## config.mk

```make
export PLATFORM = sky130hd
export DESIGN_NAME = alu_muldiv
export DESIGN_NICKNAME = d
export VERILOG_FILES = /design/src/rtl/alu_muldiv.sv
export SDC_FILE = /design/constraint.sdc
export NUM_CORES = 1
export LEC_CHECK = 0
export CAP_MARGIN = 20
export CORE_MARGIN = 3
export CORE_UTILIZATION = 60
export DETAILED_ROUTE_END_ITERATION = 6
export DONT_BUFFER_PORTS = 1
export GPL_TIMING_DRIVEN = 0
export PLACE_DENSITY = 0.76
export SYNTH_ARGS = -nofsm -noshare
export SYNTH_HDL_FRONTEND = slang
export SYNTH_SLANG_ARGS = --single-unit
```

## constraint.sdc

```tcl
create_clock -name clk -period 12 [get_ports clk]
set_input_delay 3.6 -clock clk [delete_from_list [all_inputs] [get_ports clk]]
set_output_delay 3.6 -clock clk [all_outputs]
set_load 0.005 [all_outputs]
```

## src/rtl/alu_muldiv.sv

```systemverilog
// rtl/alu_muldiv.sv - iterative RV32M multiply/divide unit with tagged valid/ready handshake
// Divider hardware is present only when ALU_MULDIV_DIV_EN is defined.
module alu_muldiv #(
  parameter int N_BITS = 32,
  parameter int TAG_W  = 5
) (
  input  logic              clk,
  input  logic              rst_n,
  input  logic              flush,
  input  logic              in_valid,
  output logic              in_ready,
  input  logic [2:0]        op,
  input  logic [N_BITS-1:0] in0,
  input  logic [N_BITS-1:0] in1,
  input  logic [TAG_W-1:0]  in_tag,
  output logic              out_valid,
  input  logic              out_ready,
  output logic [N_BITS-1:0] out,
  output logic [TAG_W-1:0]  out_tag,
  output logic              out_err
);
  localparam int CW = $clog2(N_BITS) + 1;
  localparam logic [2:0] OP_MUL    = 3'd0;
  localparam logic [2:0] OP_MULH   = 3'd1;
  localparam logic [2:0] OP_MULHSU = 3'd2;
  localparam logic [2:0] OP_DIV    = 3'd4;
  localparam logic [2:0] OP_REM    = 3'd6;

  typedef enum logic [1:0] {IDLE = 2'd0, BUSY = 2'd1, DONE = 2'd2} state_t;
  state_t state, state_nxt;

  logic [2*N_BITS-1:0] acc, step_nxt, mul_nxt, mul_fin;
  logic [N_BITS:0]     mul_sum;
  logic [N_BITS-1:0]   opb, abs0, abs1, fast_res, fin_res;
  logic [2:0]          op_q;
  logic [CW-1:0]       cnt;
  logic                neg_q, neg_in, a_signed, b_signed;
  logic                fast, fast_err, accept, last;

  assign in_ready  = (state == IDLE);
  assign out_valid = (state == DONE);
  assign accept    = (state == IDLE) && in_valid && !flush;
  assign last      = (cnt == CW'(N_BITS - 1));

  always_comb begin
    a_signed = (op == OP_MULH) || (op == OP_MULHSU) || (op == OP_DIV) || (op == OP_REM);
    b_signed = (op == OP_MULH) || (op == OP_DIV) || (op == OP_REM);
    abs0     = (a_signed && in0[N_BITS-1]) ? -in0 : in0;
    abs1     = (b_signed && in1[N_BITS-1]) ? -in1 : in1;
    // a remainder carries the dividend's sign only
    neg_in   = (a_signed && in0[N_BITS-1]) ^ (b_signed && in1[N_BITS-1] && (op != OP_REM));
  end

  always_comb begin
    fast     = 1'b0;
    fast_err = 1'b0;
    fast_res = '0;
`ifdef ALU_MULDIV_DIV_EN
    if (op[2]) begin
      if (in1 == '0) begin
        fast     = 1'b1;
        fast_res = op[1] ? in0 : '1;
      end else if (!op[0] && (in0 == {1'b1, {(N_BITS-1){1'b0}}}) && (in1 == '1)) begin
        fast     = 1'b1;
        fast_res = op[1] ? '0 : in0;
      end
    end
`else
    if (op[2]) begin
      fast     = 1'b1;
      fast_err = 1'b1;
    end
`endif
  end

`ifdef ALU_MULDIV_DIV_EN
  logic [N_BITS:0]     rem_sh, diff;
  logic [2*N_BITS-1:0] div_nxt;
  logic [N_BITS-1:0]   div_res;
`endif

  // acc holds {partial product, multiplier} or {remainder, dividend/quotient}
  always_comb begin
    mul_sum  = {1'b0, acc[2*N_BITS-1:N_BITS]} + (acc[0] ? {1'b0, opb} : '0);
    mul_nxt  = {mul_sum, acc[N_BITS-1:1]};
    mul_fin  = neg_q ? -mul_nxt : mul_nxt;
    step_nxt = mul_nxt;
    fin_res  = (op_q == OP_MUL) ? mul_fin[N_BITS-1:0] : mul_fin[2*N_BITS-1:N_BITS];
`ifdef ALU_MULDIV_DIV_EN
    rem_sh  = {acc[2*N_BITS-1:N_BITS], acc[N_BITS-1]};
    diff    = rem_sh - {1'b0, opb};
    div_nxt = diff[N_BITS] ? {rem_sh[N_BITS-1:0], acc[N_BITS-2:0], 1'b0}
                           : {diff[N_BITS-1:0], acc[N_BITS-2:0], 1'b1};
    div_res = op_q[1] ? div_nxt[2*N_BITS-1:N_BITS] : div_nxt[N_BITS-1:0];
    if (op_q[2]) begin
      step_nxt = div_nxt;
      fin_res  = neg_q ? -div_res : div_res;
    end
`endif
  end

  always_comb begin
    state_nxt = state;
    case (state)
      IDLE:    if (accept) state_nxt = fast ? DONE : BUSY;
      BUSY:    if (flush) state_nxt = IDLE;
               else if (last) state_nxt = DONE;
      DONE:    if (flush || out_ready) state_nxt = IDLE;
      default: state_nxt = IDLE;
    endcase
  end

  always_ff @(posedge clk) begin
    if (!rst_n) begin
      state   <= IDLE;
      acc     <= '0;
      opb     <= '0;
      op_q    <= '0;
      neg_q   <= 1'b0;
      cnt     <= '0;
      out     <= '0;
      out_tag <= '0;
      out_err <= 1'b0;
    end else begin
      state <= state_nxt;
      if (accept) begin
        op_q    <= op;
        neg_q   <= neg_in;
        acc     <= {{N_BITS{1'b0}}, abs0};
        opb     <= abs1;
        cnt     <= '0;
        out_tag <= in_tag;
        out_err <= fast_err;
        if (fast) out <= fast_res;
      end else if ((state == BUSY) && !flush) begin
        acc <= step_nxt;
        cnt <= cnt + 1'b1;
        if (last) out <= fin_res;
      end
    end
  end
endmodule
```

# After elaboration in Yosys (flattened, before gate mapping)
# Cells that the tools add are included.
# W data, S select, Z words.
# classes
n_addsub	5
eq_ne	12
muxes	18
n_bitwise	2
reduce_logical	20
# op_table
op	n
$mux W32	10
$mux W64	1
$neg A32 Y32	2
$neg A64 Y64	1
$add A32 B32 Y33	1
$mux W2	5
$add A6 B1 Y6 const B	1
$eq A3 B3 Y1 const B	2
$eq A6 B5 Y1 const B	1
$logic_and A1 B1 Y1	6
$logic_or A1 B1 Y1	6
$ne A3 B3 Y1 const B	2
$pmux W2 S3	1
$reduce_and A3 Y1	2
$ne A2 B1 Y1 const B	2
$reduce_bool A2 Y1	2
$eq A3 B1 Y1 const B	1
$eq A3 B2 Y1 const B	1
$logic_not A3 Y1	1
$eq A2 B1 Y1 const B	1
$eq A2 B2 Y1 const B	1
$logic_not A2 Y1	1
$ne A2 B2 Y1 const B	1
$reduce_or A2 Y1	1
other kinds (4)	4
# totals
regBits	146
in_bits	77
out_inout_bits	40
elab_cells	67

# Longest topological paths before layout
# Gate-level depths: netlist of run 1.
# logic_depth
ltp_word	8
depth_mapped	17
ltp_nobuf	15

# Least setup slack after synthesis of run 1
# No wires, ideal clock.
# synth_path
kind	input to register
startpoint	input in1[16]
endpoint	register opb[29]
setup_ns	0.116
t_arrival_ns	6.157
required_ns	11.884
setup_slack_ns	5.726
stages	9
n_path_buf	0
cell_sequence	or3_1 or3_1 or4_1 or3_1 or4_1 o31ai_1 xor2_1 nand2_1 o211a_1
# synth_via
elab_chain_len	2
# synth_rtl
item	line_no	text
start: declaration	14	input logic [N_BITS-1:0] in1,
$neg A32 Y32	49	abs1 = (b_signed && in1[N_BITS-1]) ? -in1 : in1;
$mux W32	49	
end signal: assignment	130	opb <= abs1;
end: declaration	34	logic [N_BITS-1:0] opb, abs0, abs1, fast_res, fin_res;
# No other way between the ends.
# A chain may end at the register's enable or synchronous reset.

# Worst setup path after layout of run 1
# Ends and elaborated chain as after synthesis.

==> results of run 1 <==
## state kept, by name, summed over array words and instances (netlist names)
name	cells
state	2
opb	32
neg_q	1
out_err	1
out	32
acc	64
out_tag	5
op_q	2
cnt	6
## stage by stage
| stage | area (um2) | hold slack, ns |
|---|---|---|
| final | 11870 | 0.4551 |
| after global routing | 11870 | 0.4755 |
| after floorplan | 10960 | 0.4345 |
| after detailed placement | 11250 | 0.4497 |
| after global placement | 11240 | 0.4480 |
| after CTS | 11860 | 0.4588 |
## layout by cell type (no fill, tap or decap), types with 6 or more instances in the layout
master	count
sky130_fd_sc_hd__nand3_1	42
sky130_fd_sc_hd__a21boi_0	27
sky130_fd_sc_hd__o31ai_1	23
sky130_fd_sc_hd__or2_2	7
sky130_fd_sc_hd__clkbuf_1	85
sky130_fd_sc_hd__and3_1	17
sky130_fd_sc_hd__a21o_1	14
sky130_fd_sc_hd__nor2b_1	10
sky130_fd_sc_hd__inv_1	16
sky130_fd_sc_hd__clkbuf_16	17
sky130_fd_sc_hd__xnor2_1	40
sky130_fd_sc_hd__o41ai_1	9
sky130_fd_sc_hd__nor3_1	34
sky130_fd_sc_hd__nor4_1	18
sky130_fd_sc_hd__or3_1	31
sky130_fd_sc_hd__ha_1	36
sky130_fd_sc_hd__nand4_1	12
sky130_fd_sc_hd__nand2_1	238
sky130_fd_sc_hd__buf_1	6
sky130_fd_sc_hd__nor2_1	91
sky130_fd_sc_hd__or4_1	12
sky130_fd_sc_hd__nand2b_1	9
sky130_fd_sc_hd__and2_1	64
sky130_fd_sc_hd__a21oi_1	116
sky130_fd_sc_hd__o21a_1	6
sky130_fd_sc_hd__xor2_1	72
sky130_fd_sc_hd__a211oi_1	8
sky130_fd_sc_hd__a22oi_1	22
sky130_fd_sc_hd__dfxtp_1	145
sky130_fd_sc_hd__o211a_1	42
sky130_fd_sc_hd__o21ai_0	106
sky130_fd_sc_hd__a31oi_1	10
sky130_fd_sc_hd__o211ai_1	14
## path summary, 6_finish.rpt
path	depth (start not counted)	slack, ns	to
worst min-delay path	2	0.46	out[23]$_SDFFE_PN0P_
worst max-delay path	9	5.96	opb[29]$_SDFFE_PN0P_
worst min register to register	2	0.46	out[23]$_SDFFE_PN0P_
worst max register to register	16	6.81	out[31]$_SDFFE_PN0P_
## worst max-delay path: stages
cell	delay, ns
sky130_fd_sc_hd__or3_1	0.42
sky130_fd_sc_hd__or3_1	0.37
sky130_fd_sc_hd__or4_1	0.46
sky130_fd_sc_hd__or3_1	0.39
sky130_fd_sc_hd__or4_1	0.47
sky130_fd_sc_hd__o31ai_1	0.26
sky130_fd_sc_hd__xor2_1	0.16
sky130_fd_sc_hd__nand2_1	0.07
sky130_fd_sc_hd__o211a_1	0.15
## layout make-up
type / instances / area [um2]
Multi-Input combinational cell: 1223 / 7662
Fill cell: 1597 / 5728
Sequential cell: 145 / 2903
Clock buffer: 20 / 456.7
Buffer: 90 / 337.8
Tap cell: 225 / 281.5
Clock inverter: 11 / 152.6
Inverter: 16 / 60.06
Timing Repair Buffer: 2 / 15.01
## power groups by stage
| stage | sequential, mW | combinational, mW | clock [mW] |
|---|---|---|---|
| 2_1_floorplan | 0.520 | 0.158 | 0 |
| 6_report | 0.517 | 0.219 | 0.560 |
| 5_1_grt | 0.518 | 0.239 | 0.580 |
| 3_3_place_gp | 0.526 | 0.208 | 0 |
| 4_1_cts | 0.516 | 0.212 | 0.564 |
| 3_5_place_dp | 0.526 | 0.211 | 0 |
## cell families after synthesis
family | share of synthesized area (%)
and+or+nand+nor | 27.90
buffers and inverters | 3.629
adders and majority gates | 4.291
DFF | 26.48
muxes | 0.7875
AOI/OAI and AO/OA | 27.96
xor gates and xnor gates | 8.948
## per-layer routing
metal | vias to the layer above | GRT usage [%]
met3 | 110 | 8.684
met4 | 0 | 13.72
met5 | - | 0
li1 | 5412 | -
met1 | 5357 | 49.18
met2 | 620 | 53.98
==> flow_summary_export.csv, run 1 <==
group,metric,value,unit
detailed_routing,detailroute.wirelength.met2,15250,um
run,drv.max_cap_violation_count,0,
cells_and_area,diodes,0,
clocking,cts-buffers-inserted,17,
logic_synthesis,synth_ff_type,"sky130_fd_sc_hd__dfxtp_1",
timing,hold_violations,0,
logic_synthesis,postSynthNetCount,1588,
detailed_routing,wirelength_per_cell,20.69,um
global_routing,globalRouteOverflowTotal,0,
power,vdd.ir_drop.worst,97.95,uV
worst_setup_path,timing.critical_path.fanout_max,4,
power,pwr-share-comb,16.9,%
worst_setup_path,worst-setup-path-type,"input pin to flip-flop",
clocking,cts_max_path_buffers,2,
global_routing,grt_usage,35.70,%
power,powerDensity,109.2,mW/mm2
timing,unrepaired_setup_endpoints_after_global_routing,"false",
detailed_routing,total_vias_in_the_final_route,11500,
floorplan,coreArea,0.01760,mm2
logic_synthesis,netlist.area_leader.share,26.48,%
logic_synthesis,synth.distinct_cells,79,
detailed_routing,drt_drc_violations_left,1,
timing,final-max-slew-violation-count,0,
detailed_routing,viasPerCell,6.639,
floorplan,die_height,141.2,um
detailed_routing,detailedRoute.firstIterationViolations,1268,
global_routing,maximum_number_of_pins_on_one_net_before_global_route_repair,17,
worst_hold_path,hp-class,"flip-flop to flip-flop",
cells_and_area,area.growth.synth_to_final,8.263,%
cells_and_area,fin_util,67.45,%
logic_synthesis,synth_seq_area_share,26.48,%
cells_and_area,finalNonFillerCells,1732,
power,power.static_leakage,4.662,nW
floorplan,ios,117,
clocking,clk_transition_reported_paths,0.07,ns
timing,setup_tns,0,ns
timing,worst_tran_pin_value,1.150,ns
logic_synthesis,synth.avg_cell_area,7.438,um2
detailed_routing,number_of_nets_with_antenna_violations_after_detailed_routing,0,
placement,io_buffers,0,
power,switching_power,0.3802,mW
worst_setup_path,critical_path.reg2reg.startpoint,"acc[0]$_SDFFE_PN0P_",
cells_and_area,final_net_count,1609,
logic_synthesis,postSynthRegisterBits,145,
placement,gpl.final_weighted_congestion,1.012,
status,failing_checks,"DRC",
clocking,post_cts_setup_inserts,0,
global_routing,antenna_found_initial,0,
global_routing,number_of_global_route_vias_before_repair,10800,
worst_setup_path,cp-end-kind,"flip-flop",
detailed_routing,top_layer,"met4",
timing,timing.clock.skew,0.009454,ns
detailed_routing,firstDrtPassIters,7,
clocking,cts.htree.levels,4,
logic_synthesis,synth_area_leaders,"sky130_fd_sc_hd__dfxtp_1, sky130_fd_sc_hd__nand2_1, sky130_fd_sc_hd__xor2_1",
cells_and_area,fraction_of_layout_instances_using_a_drive_strength_above_1,3.915,%
timing,postLayoutSetupSlackWorst,5.965,ns
clocking,clock_sinks,145,
power,p_total,1.296,mW
worst_setup_path,required,12.32,ns
floorplan,floorplan.initialDensity,62.30,%
timing,setup_viol_count_final,0,
clocking,clk_latency,0.44,ns
logic_synthesis,yosysTopAreaCell,"sky130_fd_sc_hd__dfxtp_1",
logic_synthesis,mappedNetlistArea,0.01096,mm2
placement,detailedPlacementHpwl,27770,um
timing,finalCriticalPeriod,6.035,ns
detailed_routing,met3WireLength,3720,um
status,outcome,"finished with violations",
logic_synthesis,post-synth-top-count-cell,"sky130_fd_sc_hd__nand2_1",
worst_hold_path,min-delay-start,"out[23]$_SDFFE_PN0P_",
power,swShare,29.35,%
timing,min_period_over_period,50.29,%
clocking,cts-hold-fix-buffers,0,
placement,place_ws,5.558,ns
detailed_routing,wirelength_met1,15380,um
floorplan,die_x,141.2,um
detailed_routing,finalWirelength,35840,um
global_routing,grt_first_pass_wirelength,56780,um
placement,post-place-cells,1700,
floorplan,fp-row-count,48,
worst_setup_path,arrival,6.36,ns
logic_synthesis,synth_cells,1474,
logic_synthesis,async_reset_ff_share,0,%
power,sequentialPowerShare,39.9,%
power,internal_dissipation,0.9154,mW
clocking,cts_tree,"built",
clocking,post_cts.resized_instances,0,
power,share_clk_of_total_power,43.3,%
logic_synthesis,synthesis.yosys.warnings,0,
worst_setup_path,crit_start,"in1[16]",
clocking,root_buffer,"sky130_fd_sc_hd__clkbuf_16",
timing,slew_headroom,23.33,%
floorplan,die_area,0.01993,mm2
logic_synthesis,synth_common_cells,"sky130_fd_sc_hd__nand2_1, sky130_fd_sc_hd__dfxtp_1, sky130_fd_sc_hd__a21oi_1",
worst_setup_path,startpoint_type,"input pin",
timing,fmax,165.7,MHz
logic_synthesis,synth-edff-count,0,
No activity file was read; power rests on OpenSTA's default activity.
==> run 2: changes to the inputs <==
==> constraint.sdc (replaced) <==
create_clock -name clk -period 5.65 [get_ports clk]
set_input_delay 1.695 -clock clk [delete_from_list [all_inputs] [get_ports clk]]
set_output_delay 1.695 -clock clk [all_outputs]
set_load 0.005 [all_outputs]
==> results of run 2 <==
The final DEF is identical to that of run 1. Status: finished with violations: DRC.
Among the figures that moved: setup slack after placement 5.558 ns -> 0.6065 ns; setup slack after layout 5.965 ns -> 0.4552 ns; start point of the critical path in1[16] -> acc[0]$_SDFFE_PN0P_; end point of the critical path opb[29]$_SDFFE_PN0P_ -> out[31]$_SDFFE_PN0P_; register-to-register setup slack 6.81 ns -> 0.46 ns; total power 1.296 mW -> 2.752 mW; worst IR drop on VDD 97.95 uV -> 208.0 uV
==> run 3: changes to the inputs <==
--- a/config.mk
+++ b/config.mk
@@ -6,6 +6,7 @@
 export NUM_CORES = 1
 export LEC_CHECK = 0
 export CAP_MARGIN = 20
+export CORE_ASPECT_RATIO = 1.1
 export CORE_MARGIN = 3
 export CORE_UTILIZATION = 60
 export DETAILED_ROUTE_END_ITERATION = 6
==> run 3 against run 2 <==
- the flow now finishes without violations
- wire length shrank 0.29%
- combinational power fell by 0.9%
- clock skew up 0.00080 ns
- via count decreased by 1.3%
- power shrank 1.4%
- final cell count rose by 0.75%
- non-clock buffer count shrank 1
- critical path type unchanged
- critical endpoint unchanged
- highest routed layer unchanged
==> flow_summary_export.csv, run 3 (synthesized netlist as in run 1, its figures left out) <==
group,metric,value,unit
cells_and_area,fill_cells,1647,
timing,fmax,192.6,MHz
detailed_routing,detailedRoute.firstIterationViolations,1032,
power,power.static_leakage,4.640,nW
detailed_routing,detailroute.wirelength.met2,16210,um
power,powerDensity,228.7,mW/mm2
worst_setup_path,cp-end-kind,"flip-flop",
global_routing,antenna_found_initial,0,
worst_hold_path,end_point_of_the_most_critical_hold_path,"out[21]$_SDFFE_PN0P_",
floorplan,die_area,0.01993,mm2
placement,place_ws,0.5658,ns
detailed_routing,total_vias_in_the_final_route,11350,
clocking,cts_tree,"built",
worst_hold_path,min_delay_path_depth,2,
detailed_routing,viasPerCell,6.506,
clocking,cts_max_path_buffers,2,
timing,timing.clock.skew,0.01025,ns
worst_setup_path,worst-setup-path-type,"flip-flop to flip-flop",
detailed_routing,top_layer,"met4",
cells_and_area,diodes,0,
cells_and_area,seqCellArea,0.002903,mm2
timing,setup_viol_count_final,0,
detailed_routing,wirelength_met1,15800,um
floorplan,fp-row-count,51,
clocking,post_cts.resized_instances,0,
power,p_total,2.713,mW
timing,hold_violations,0,
detailed_routing,finalWirelength,35730,um
global_routing,grt_usage,35.34,%
worst_setup_path,required,6.01,ns
status,outcome,"finished, final reports clean",
floorplan,die_height,147.8,um
worst_setup_path,setup.reg_to_reg.worst_slack,0.46,ns
detailed_routing,wirelength_per_cell,20.48,um
cells_and_area,layout_common_cells,"sky130_fd_sc_hd__nand2_1, sky130_fd_sc_hd__dfxtp_1, sky130_fd_sc_hd__a21oi_1",
global_routing,grt_first_pass_wirelength,55880,um
worst_setup_path,arrival,5.56,ns
global_routing,maximum_number_of_pins_on_one_net_before_global_route_repair,17,
cells_and_area,fraction_of_layout_instances_using_a_drive_strength_above_1,4.048,%
clocking,clk_latency,0.43,ns
clocking,cts-buffers-inserted,17,
clocking,post_cts_setup_inserts,0,
timing,setup_tns,0,ns
timing,postLayoutSetupSlackWorst,0.4573,ns
worst_setup_path,timing.critical_path.fanout_max,10,
timing,finalCriticalPeriod,5.193,ns
global_routing,number_of_global_route_vias_before_repair,10440,
placement,io_buffers,0,
cells_and_area,final_design_area_no_fill,0.01186,mm2
clocking,cts-hold-fix-buffers,0,
clocking,clk_transition_reported_paths,0.06,ns
placement,dpl_cell_area,0.01127,mm2
timing,worst_tran_pin_value,1.020,ns
cells_and_area,largest_register_ffs,64,
timing,min_period_over_period,91.91,%
cells_and_area,final_net_count,1608,
worst_setup_path,timing.rr.end,"out[31]$_SDFFE_PN0P_",
floorplan,ios,117,
worst_hold_path,min-delay-start,"out[21]$_SDFFE_PN0P_",
worst_setup_path,startpoint_type,"flip-flop",
placement,gpl.final_weighted_congestion,0.9730,
detailed_routing,met3WireLength,2781,um
worst_hold_path,hp-class,"flip-flop to flip-flop",
worst_setup_path,ff2ff_path_depth,16,
floorplan,die_x,134.9,um
floorplan,floorplan.initialDensity,61.58,%
clocking,clock_sinks,145,
cells_and_area,layout_commonest_cell,"sky130_fd_sc_hd__nand2_1",
cells_and_area,area.growth.synth_to_final,8.206,%
cells_and_area,largest_registers,"acc: 64 flops, opb: 32 flops, out: 32 flops",
detailed_routing,drt_drc_violations_left,0,
placement,detailedPlacementHpwl,27810,um
cells_and_area,register_ranked_first_by_flip_flop_count,"acc",
timing,slew_headroom,31.98,%
worst_setup_path,critical_path.reg2reg.startpoint,"acc[0]$_SDFFE_PN0P_",
clocking,root_buffer,"sky130_fd_sc_hd__clkbuf_16",
cells_and_area,area_taken_by_multi_input_logic_gates,0.007667,mm2
clocking,cts.htree.levels,4,
detailed_routing,number_of_nets_with_antenna_violations_after_detailed_routing,0,
timing,final-max-slew-violation-count,0,
detailed_routing,firstDrtPassIters,5,
global_routing,globalRouteOverflowTotal,0,
power,vdd.ir_drop.worst,187.4,uV
run,drv.max_cap_violation_count,0,
floorplan,coreArea,0.01780,mm2
timing,unrepaired_setup_endpoints_after_global_routing,"false",
[run 3: cell count changes in the layout (fill, tap and decap cells not counted), sizes merged]
cell	delta
clkbuf	-2
clkinv	-2
buf	-1
inv	+3
clkinvlp	+3
bufinv	-1
[run 3: stage by stage]
stage | utilization, % | std cells | hold slack, ns
floorplan | - | 1474 | 0.4345
global placement | 63.25 | 1712 | 0.4480
detailed placement | 63.28 | 1712 | 0.4506
CTS | 66.59 | 1744 | 0.4589
global route | 66.63 | 1745 | 0.4802
finish | 66.63 | 1745 | 0.4548
[run 3: per-layer routing]
layer	vias to the layer above	track usage, %
met5	-	0
met1	5396	49.32
met3	71	6.637
li1	5409	-
met2	477	55.43
met4	0	11.15
[run 3: area by class of cell]
class	count	area share, %
clock buffers	18	3.702
clock inverters	14	1.266
inverters	16	0.5063
multi-input cells	1223	64.63
well taps	238	2.510
repair buffers	1	0.06328
plain buffers	90	2.848
flip-flops and latches	145	24.47
[run 3: power breakdown]
part	internal (mW)	leakage (nW)	switching, mW
combinational	0.164	3.18	0.296
sequential	1.06	1.18	0.0377
clock	0.668	0.284	0.489
total	1.89	4.64	0.822
[run 3: critical path, cell delays in order (launching register included)]
cell,delay [ns]
sky130_fd_sc_hd__dfxtp_1,0.51
sky130_fd_sc_hd__clkbuf_1,0.37
sky130_fd_sc_hd__and2_1,0.19
sky130_fd_sc_hd__ha_1,0.18
sky130_fd_sc_hd__inv_1,0.06
sky130_fd_sc_hd__fa_1,0.40
sky130_fd_sc_hd__nand2b_1,0.18
sky130_fd_sc_hd__a211o_1,0.36
sky130_fd_sc_hd__a21oi_1,0.43
sky130_fd_sc_hd__o211ai_1,0.24
sky130_fd_sc_hd__nor2b_1,0.19
sky130_fd_sc_hd__xnor2_1,0.23
sky130_fd_sc_hd__nor4b_2,0.70
sky130_fd_sc_hd__nand3_2,0.26
sky130_fd_sc_hd__or4b_1,0.50
sky130_fd_sc_hd__and3_1,0.19
sky130_fd_sc_hd__o21ai_1,0.12
[run 3: worst max-delay path by stage]
stage / start / to / slack (ns) / cells after the start
after floorplan: in1[16] / opb[29]$_SDFFE_PN0P_ / 1.28 / 9
after global placement: acc[0]$_SDFFE_PN0P_ / out[31]$_SDFFE_PN0P_ / 0.61 / 16
after detailed placement: acc[0]$_SDFFE_PN0P_ / out[31]$_SDFFE_PN0P_ / 0.57 / 16
after CTS: acc[0]$_SDFFE_PN0P_ / out[31]$_SDFFE_PN0P_ / 0.49 / 16
after global routing: acc[0]$_SDFFE_PN0P_ / out[31]$_SDFFE_PN0P_ / 0.12 / 16
final: acc[0]$_SDFFE_PN0P_ / out[31]$_SDFFE_PN0P_ / 0.46 / 16
